<file path="src/rtl/baud_tick_gen.sv">
// Baud/oversample tick generator with integer+fractional runtime divisor.
// Divisor changes are shadowed and applied only at period boundaries or while idle.
module baud_tick_gen #(
   parameter int CNT_W    = 16,
   parameter int FRAC_W   = 4,
   parameter int OSR      = 16,
   parameter int DEF_DIV  = 651,
   parameter int DEF_FRAC = 0
) (
   input  logic              clk,
   input  logic              reset,
   input  logic              en,
   input  logic              sync_clr,
   input  logic [CNT_W-1:0]  div_int,
   input  logic [FRAC_W-1:0] div_frac,
   input  logic              div_load,
   output logic              div_ack,
   output logic              os_tick,
   output logic              mid_tick,
   output logic              bit_tick
);

   localparam int PH_W = (OSR > 2) ? $clog2(OSR) : 1;

   localparam logic [PH_W-1:0]   PH_MID   = PH_W'(OSR / 2 - 1);
   localparam logic [PH_W-1:0]   PH_LAST  = PH_W'(OSR - 1);
   localparam logic [CNT_W-1:0]  DIV_RST  = CNT_W'(DEF_DIV);
   localparam logic [FRAC_W-1:0] FRAC_RST = FRAC_W'(DEF_FRAC);

   // One extra bit so that a full-scale divisor plus carry cannot overflow.
   logic [CNT_W:0]      count_q, count_d;
   logic [PH_W-1:0]     phase_q, phase_d;
   logic [FRAC_W-1:0]   acc_q, acc_d;
   logic                carry_q, carry_d;

   logic [CNT_W-1:0]    div_act_q, div_act_d;
   logic [FRAC_W-1:0]   frac_act_q, frac_act_d;
   logic [CNT_W-1:0]    pend_int_q, pend_int_d;
   logic [FRAC_W-1:0]   pend_frac_q, pend_frac_d;
   logic                pend_q, pend_d;

   logic                os_q, os_d;
   logic                mid_q, mid_d;
   logic                bit_q, bit_d;
   logic                ack_q, ack_d;

   logic [CNT_W-1:0]    div_eff;
   logic [CNT_W:0]      limit;
   logic [FRAC_W:0]     acc_sum;
   logic                wrap;
   logic                apply;

   always_comb begin
      div_eff = (div_act_q == '0) ? CNT_W'(1) : div_act_q;
      limit   = {1'b0, div_eff} + (CNT_W + 1)'(carry_q);
      acc_sum = {1'b0, acc_q} + {1'b0, frac_act_q};
      // A divisor applied while idle may leave count above the new limit.
      wrap    = en && !sync_clr && (count_q >= limit);
      // A load coinciding with an event is deferred to the next event.
      apply   = pend_q && !div_load && (wrap || !en || sync_clr);
   end

   always_comb begin
      count_d     = count_q;
      phase_d     = phase_q;
      acc_d       = acc_q;
      carry_d     = carry_q;
      div_act_d   = div_act_q;
      frac_act_d  = frac_act_q;
      pend_int_d  = pend_int_q;
      pend_frac_d = pend_frac_q;
      pend_d      = pend_q;

      if (sync_clr) begin
         count_d = '0;
         phase_d = '0;
         acc_d   = '0;
         carry_d = 1'b0;
      end else if (en) begin
         if (wrap) begin
            count_d = '0;
            acc_d   = acc_sum[FRAC_W-1:0];
            carry_d = acc_sum[FRAC_W];
            phase_d = (phase_q == PH_LAST) ? '0 : phase_q + PH_W'(1);
         end else begin
            count_d = count_q + (CNT_W + 1)'(1);
         end
      end

      if (div_load) begin
         pend_int_d  = div_int;
         pend_frac_d = div_frac;
         pend_d      = 1'b1;
      end else if (apply) begin
         pend_d = 1'b0;
      end

      if (apply) begin
         div_act_d  = pend_int_q;
         frac_act_d = pend_frac_q;
      end

      os_d  = wrap;
      mid_d = wrap && (phase_q == PH_MID);
      bit_d = wrap && (phase_q == PH_LAST);
      ack_d = apply;
   end

   always_ff @(posedge clk or posedge reset) begin
      if (reset) begin
         count_q     <= '0;
         phase_q     <= '0;
         acc_q       <= '0;
         carry_q     <= 1'b0;
         div_act_q   <= DIV_RST;
         frac_act_q  <= FRAC_RST;
         pend_int_q  <= '0;
         pend_frac_q <= '0;
         pend_q      <= 1'b0;
         os_q        <= 1'b0;
         mid_q       <= 1'b0;
         bit_q       <= 1'b0;
         ack_q       <= 1'b0;
      end else begin
         count_q     <= count_d;
         phase_q     <= phase_d;
         acc_q       <= acc_d;
         carry_q     <= carry_d;
         div_act_q   <= div_act_d;
         frac_act_q  <= frac_act_d;
         pend_int_q  <= pend_int_d;
         pend_frac_q <= pend_frac_d;
         pend_q      <= pend_d;
         os_q        <= os_d;
         mid_q       <= mid_d;
         bit_q       <= bit_d;
         ack_q       <= ack_d;
      end
   end

   assign os_tick  = os_q;
   assign mid_tick = mid_q;
   assign bit_tick = bit_q;
   assign div_ack  = ack_q;

endmodule
</file>
<file path="config.mk">
export PLATFORM = sky130hd
export DESIGN_NAME = baud_tick_gen
export DESIGN_NICKNAME = d
export VERILOG_FILES = /design/src/rtl/baud_tick_gen.sv
export SDC_FILE = /design/constraint.sdc
export NUM_CORES = 1
export LEC_CHECK = 0
export BUFFER_PORTS_ARGS = -buffer_cell sky130_fd_sc_hd__buf_2
export CELL_PAD_IN_SITES_DETAIL_PLACEMENT = 1
export CELL_PAD_IN_SITES_GLOBAL_PLACEMENT = 1
export CORE_UTILIZATION = 35
export CTS_BUF_LIST = sky130_fd_sc_hd__clkbuf_8 sky130_fd_sc_hd__clkbuf_16
export CTS_CLUSTER_SIZE = 12
export DETAILED_ROUTE_END_ITERATION = 16
export PLACE_DENSITY = 0.59
export SETUP_SLACK_MARGIN = 0.4
export SKIP_LAST_GASP = 1
export SLEW_MARGIN = 10
export SYNTH_ARGS = -nofsm -noshare
export SYNTH_HDL_FRONTEND = slang
export SYNTH_SLANG_ARGS = --single-unit
</file>
<file path="constraint.sdc">
create_clock -name clk -period 8.2 [get_ports clk]
set_input_delay 1.64 -clock clk [delete_from_list [all_inputs] [get_ports clk]]
set_output_delay 1.64 -clock clk [all_outputs]
set_load 0.005 [all_outputs]
</file>
# Word level (Yosys, flattened, before mapping)
# Cells that the tools add are included.
# totals
ff_bits,71
latchBits,0
ram_bits,0
rom_bits,0
in_bits,25
out_inout_bits,4
word_cells,52
n_memories,0
# classes
add_sub_neg,4
mul,0
div,0
order_cmp,1
eq_ne,2
n_shift,0
muxes,16
n_bitwise,0
reduce_logical,16
# op_table
operator,count
17-bit two-way mux,3
4-bit two-way mux,7
16-bit by 1-bit adder with 17-bit output,1
17-bit by 1-bit adder with 17-bit output (second input constant),1
17-bit >= comparator,1
16-bit logical NOT,1
16-bit two-way mux,1
1-bit logical AND,6
2-bit nonzero test,3
4-bit by 4-bit adder with 5-bit output,1
1-bit two-way mux,5
4-bit by 1-bit adder with 4-bit output (second input constant),1
4-bit by 3-bit equality test with 1-bit output (second input constant),1
4-bit equality test (second input constant),1
1-bit logical NOT,3
1-bit logical OR,2
2-bit AND reduction,1

# Depth between registers and ports, before layout
# logic_depth
word_depth,10
ltp_mapped,18
ltp_nobuf,16

# Worst setup path after synthesis
# Ideal clock, no wire load.
# synth_path
path_kind,register to register
start,register div_act_q[4]
end,register div_act_q[10]
setup_time_ps,125
t_arrival_ps,3842
required_ps,8075
path_slack_ps,4233
stages_incl_launch_ff,19
path_buffers,2
synth_period_minus_slack_ps,3967
cell_sequence,dfrtp_1 -> nor4_1 -> a41o_1 -> ha_1 -> ha_1 -> nand2_1 -> or2_2 -> nor2_1 -> nand2_1 -> xor2_1 -> ha_1 -> nand4_1 -> a2111oi_4 -> o31ai_2 -> and4_1 -> buf_6 -> nor3b_4 -> buf_6 -> mux2_4
# synth_via
elab_chain_cells,8
# synth_lines
element,line,source
from (decl),36,"logic [CNT_W-1:0] div_act_q, div_act_d;"
from (signal assigned),129,div_act_q <= div_act_d;
16-bit logical NOT,54,div_eff = (div_act_q == '0) ? CNT_W'(1) : div_act_q;
16-bit two-way mux (*),54,
16-bit by 1-bit adder with 17-bit output (*),55,"limit = {1'b0, div_eff} + (CNT_W + 1)'(carry_q);"
17-bit >= comparator (*),58,wrap = en && !sync_clr && (count_q >= limit);
1-bit logical AND (*),58,
1-bit logical OR (*) (2 in series),60,apply = pend_q && !div_load && (wrap || !en || sync_clr);
1-bit logical AND (*),60,
# Every way passes the cells marked *; elsewhere a longest branch is shown, timed or not.
# A chain may end at the register's enable or synchronous reset.

# Worst setup path after layout
# layout_path
start,register div_act_q[4]
end,register div_act_q[15]
# Same word-level chain as after synthesis.

==> flow_metrics.py <==
metrics = {
    "synth": {
        "synth_top_family_by_area": "multiplexers",
        "synth_edf_count": 0,
        "synth_xor_area_frac": 0.0382,
        "synthFlopType": "dfrtp_1",
        "synth-simple-area-share": 0.146,
        "synth.area.mux_share": 0.147,
        "ys_ff_latch": 71,
        "syn_inst": 346,
        "yosysUniqueCellTypes": 43,
        "synth_nets": 397,
        "synth.avg_cell_area_um2": 11.3,
        "syn_area_um2": 3900,
        "synth-compound-area-share": 0.0995,
        "async_flop_share": 1.00,
        "yosys_warnings": 0,
        "yosysSeqAreaShare": 0.457,
        "synth_fa_ha_area_frac": 0.0854,
    },
    "worst_hold_path": {
        "hold_path_class": "register to register",
    },
    "drt": {
        "viasPerCell": 5.29,
        "ant_nets": 0,
        "dr.pass1.iters": 4,
        "vias": 2758,
        "wire_per_inst_um": 16.0,
        "drt_iter0_drc": 63,
        "wl_um": 8350,
        "drc": 0,
    },
    "final_layout": {
        "final_common_cell": "dfrtp_1",
        "syn_to_final_growth_pct": 12.1,
        "drive_gt1_frac": 0.257,
        "mostFrequentLayoutCells": "dfrtp_1, buf_2, nand3_1",
        "seqCellArea_um2": 1780,
        "layout.nets": 427,
        "fillers": 1189,
        "multi_input_area_um2": 2010,
        "diodes": 0,
    },
    "sta": {
        "tightest_slew_ns": 0.941,
        "slew_headroom": 0.371,
        "rsz0062_at_grt": "false",
        "period_share": 0.571,
        "maxSlewViolCount": 0,
        "finalSetupViolCount": 0,
        "period_minus_slack_ns": 4.68,
        "whs_ns": 0.498,
        "fin_tns_setup_ns": 0,
        "hold_viol_final": 0,
        "skew_ns": 0.0111,
        "fmax_ghz": 0.214,
    },
    "global_route": {
        "overflow": 0,
        "grt.total_usage": 0.167,
        "grt_first_pass_wirelength_um": 15000,
        "grt_pass1_vias": 3030,
        "antenna_found_initial": 0,
        "grt_max_degree": 72,
    },
    "worst_setup_path": {
        "worstSetupPathType": "register to register",
        "end_kind": "register",
        "worstPathCellList": "nor4_1 -> a41o_1 -> ha_1 -> ha_1 -> nand2_1 -> or2_2 -> nor2_1 -> nand2_1 -> xor2_1 -> ha_1 -> nand4_1 -> a2111oi_4 -> o31ai_2 -> and4_1 -> nor3b_4 -> buf_4 -> mux2_2",
        "cp_top_family": "simple AND/OR/NAND/NOR gates",
        "critPathMaxFanout": 21,
        "crit_top_cell": "ha_1",
        "cpMaxStageDelayCell": "dfrtp_1",
        "cp.buffers_inverters": 1,
        "max_stage_delay_ns": 0.45,
        "worst_ep_required_time_ns": 8.44,
        "crit_path_start_kind": "register",
        "cp.arrival_ns": 4.92,
    },
    "outcome": {
        "status": "finished clean",
    },
    "die": {
        "io_pins": 29,
        "die_h_um": 108,
        "rows": 38,
        "die_w_um": 108,
        "die-area_um2": 11600,
        "core_area_um2": 10800,
        "start_util": 0.360,
    },
    "cts": {
        "cts.path.max_buffers": 2,
        "cts_root_buf": "clkbuf_8",
        "insertion_delay_ns": 0.35,
        "cts_tree": "yes",
        "cts_num_sinks": 71,
        "cts-resized-gates": 0,
        "cts_setup_buffers": 0,
        "cts_buffers": 9,
        "clk_pin_slew_ns": 0.08,
        "cts.hold.buffers_added": 0,
        "htreeDepth": 3,
    },
    "job": {
        "drv_cap": 0,
    },
    "pwr": {
        "p_leak_uw": 0.00198,
        "peakVddDrop_v": 0.0000838,
        "p_per_area_nw_per_um2": 198,
        "power_uw": 865,
    },
    "placed_design": {
        "globalplace.congestion": 0.778,
        "portBuffers": 28,
        "hpwl_um": 6060,
    },
}
==> kinds of logic (layout without fill, tap and decap cells) <==
family          count (synthesis)  count (layout)
compound gates                 54              54
xor+xnor                       17              17
fa+ha+maj                      26              26
buf+inv                        22              57
flops                          71              71
mux                            45              45
simple gates                  111             111
==> per-layer routing <==
layer	wire length [um]	up-vias	part of all wire	GRT usage
met1	4100	1384	0.49	0.221
met4	191	0	0.023	0.0714
met2	3870	43	0.46	0.268
met5	0	-	0	0
li1	-	1316	-	-
met3	183	15	0.022	0.0285
==> synth_stat cells, types with 5 or more instances <==
master,n,area [um2]
nor2_1,22,82.6
nand4_1,6,37.5
a21oi_1,11,55.1
ha_1,25,313
mux2i_1,5,50.1
a21o_1,11,82.6
xnor2_1,8,70.1
xor2_1,9,78.8
inv_1,11,41.3
nand3_1,26,130
o21ai_0,13,65.1
nand2_1,24,90.1
mux2_2,21,236
clkbuf_1,7,26.3
dfstp_2,5,131
mux2_4,19,285
or3_1,8,50.1
nor3_1,5,25.0
dfrtp_1,66,1650
==> state kept, by name, summed over array words and instances, names as in the netlist, 4 cells and up <==
name         count
div_act_q       16
frac_act_q       4
pend_int_q      16
pend_frac_q      4
phase_q          4
acc_q            4
count_q         17
==> metrics by stage <==
stage | cells | setup WS (ns) | instance area [um2] | utilization
floorplan | 346 | 4.23 | 3900 | -
global placement | 505 | 3.68 | 4160 | 0.384
detailed placement | 505 | 3.52 | 4160 | 0.384
CTS | 521 | 3.51 | 4370 | 0.403
global route | 521 | 3.17 | 4370 | 0.403
finish | 521 | 3.52 | 4370 | 0.403
==> area by class of cell <==
cell class / instances / area share
Multi-Input combinational cell: 253 / 0.460
Sequential cell: 71 / 0.408
Tap cell: 140 / 0.0401
Timing Repair Buffer: 30 / 0.0355
Clock buffer: 10 / 0.0315
Clock inverter: 6 / 0.0155
Inverter: 11 / 0.00945
==> path summary, 6_finish.rpt <==
check	start	endpoint	slack, ns	depth (start not counted)
worst max-delay path	div_act_q[4]	div_act_q[15]	3.52	17
worst min-delay path	pend_q	pend_q	0.50	1
worst max register to register	div_act_q[4]	div_act_q[15]	3.52	17
worst min register to register	pend_q	pend_q	0.50	1
max in group asynchronous	reset	count_q[8]	6.05	3
min in group asynchronous	reset	os_tick	1.52	3
==> report_power, final <==
part | switching (uW) | internal, uW
combinational | 63.3 | 77.4
sequential | 40.2 | 389
clock | 144 | 150
No activity file was read; power rests on OpenSTA's default activity.
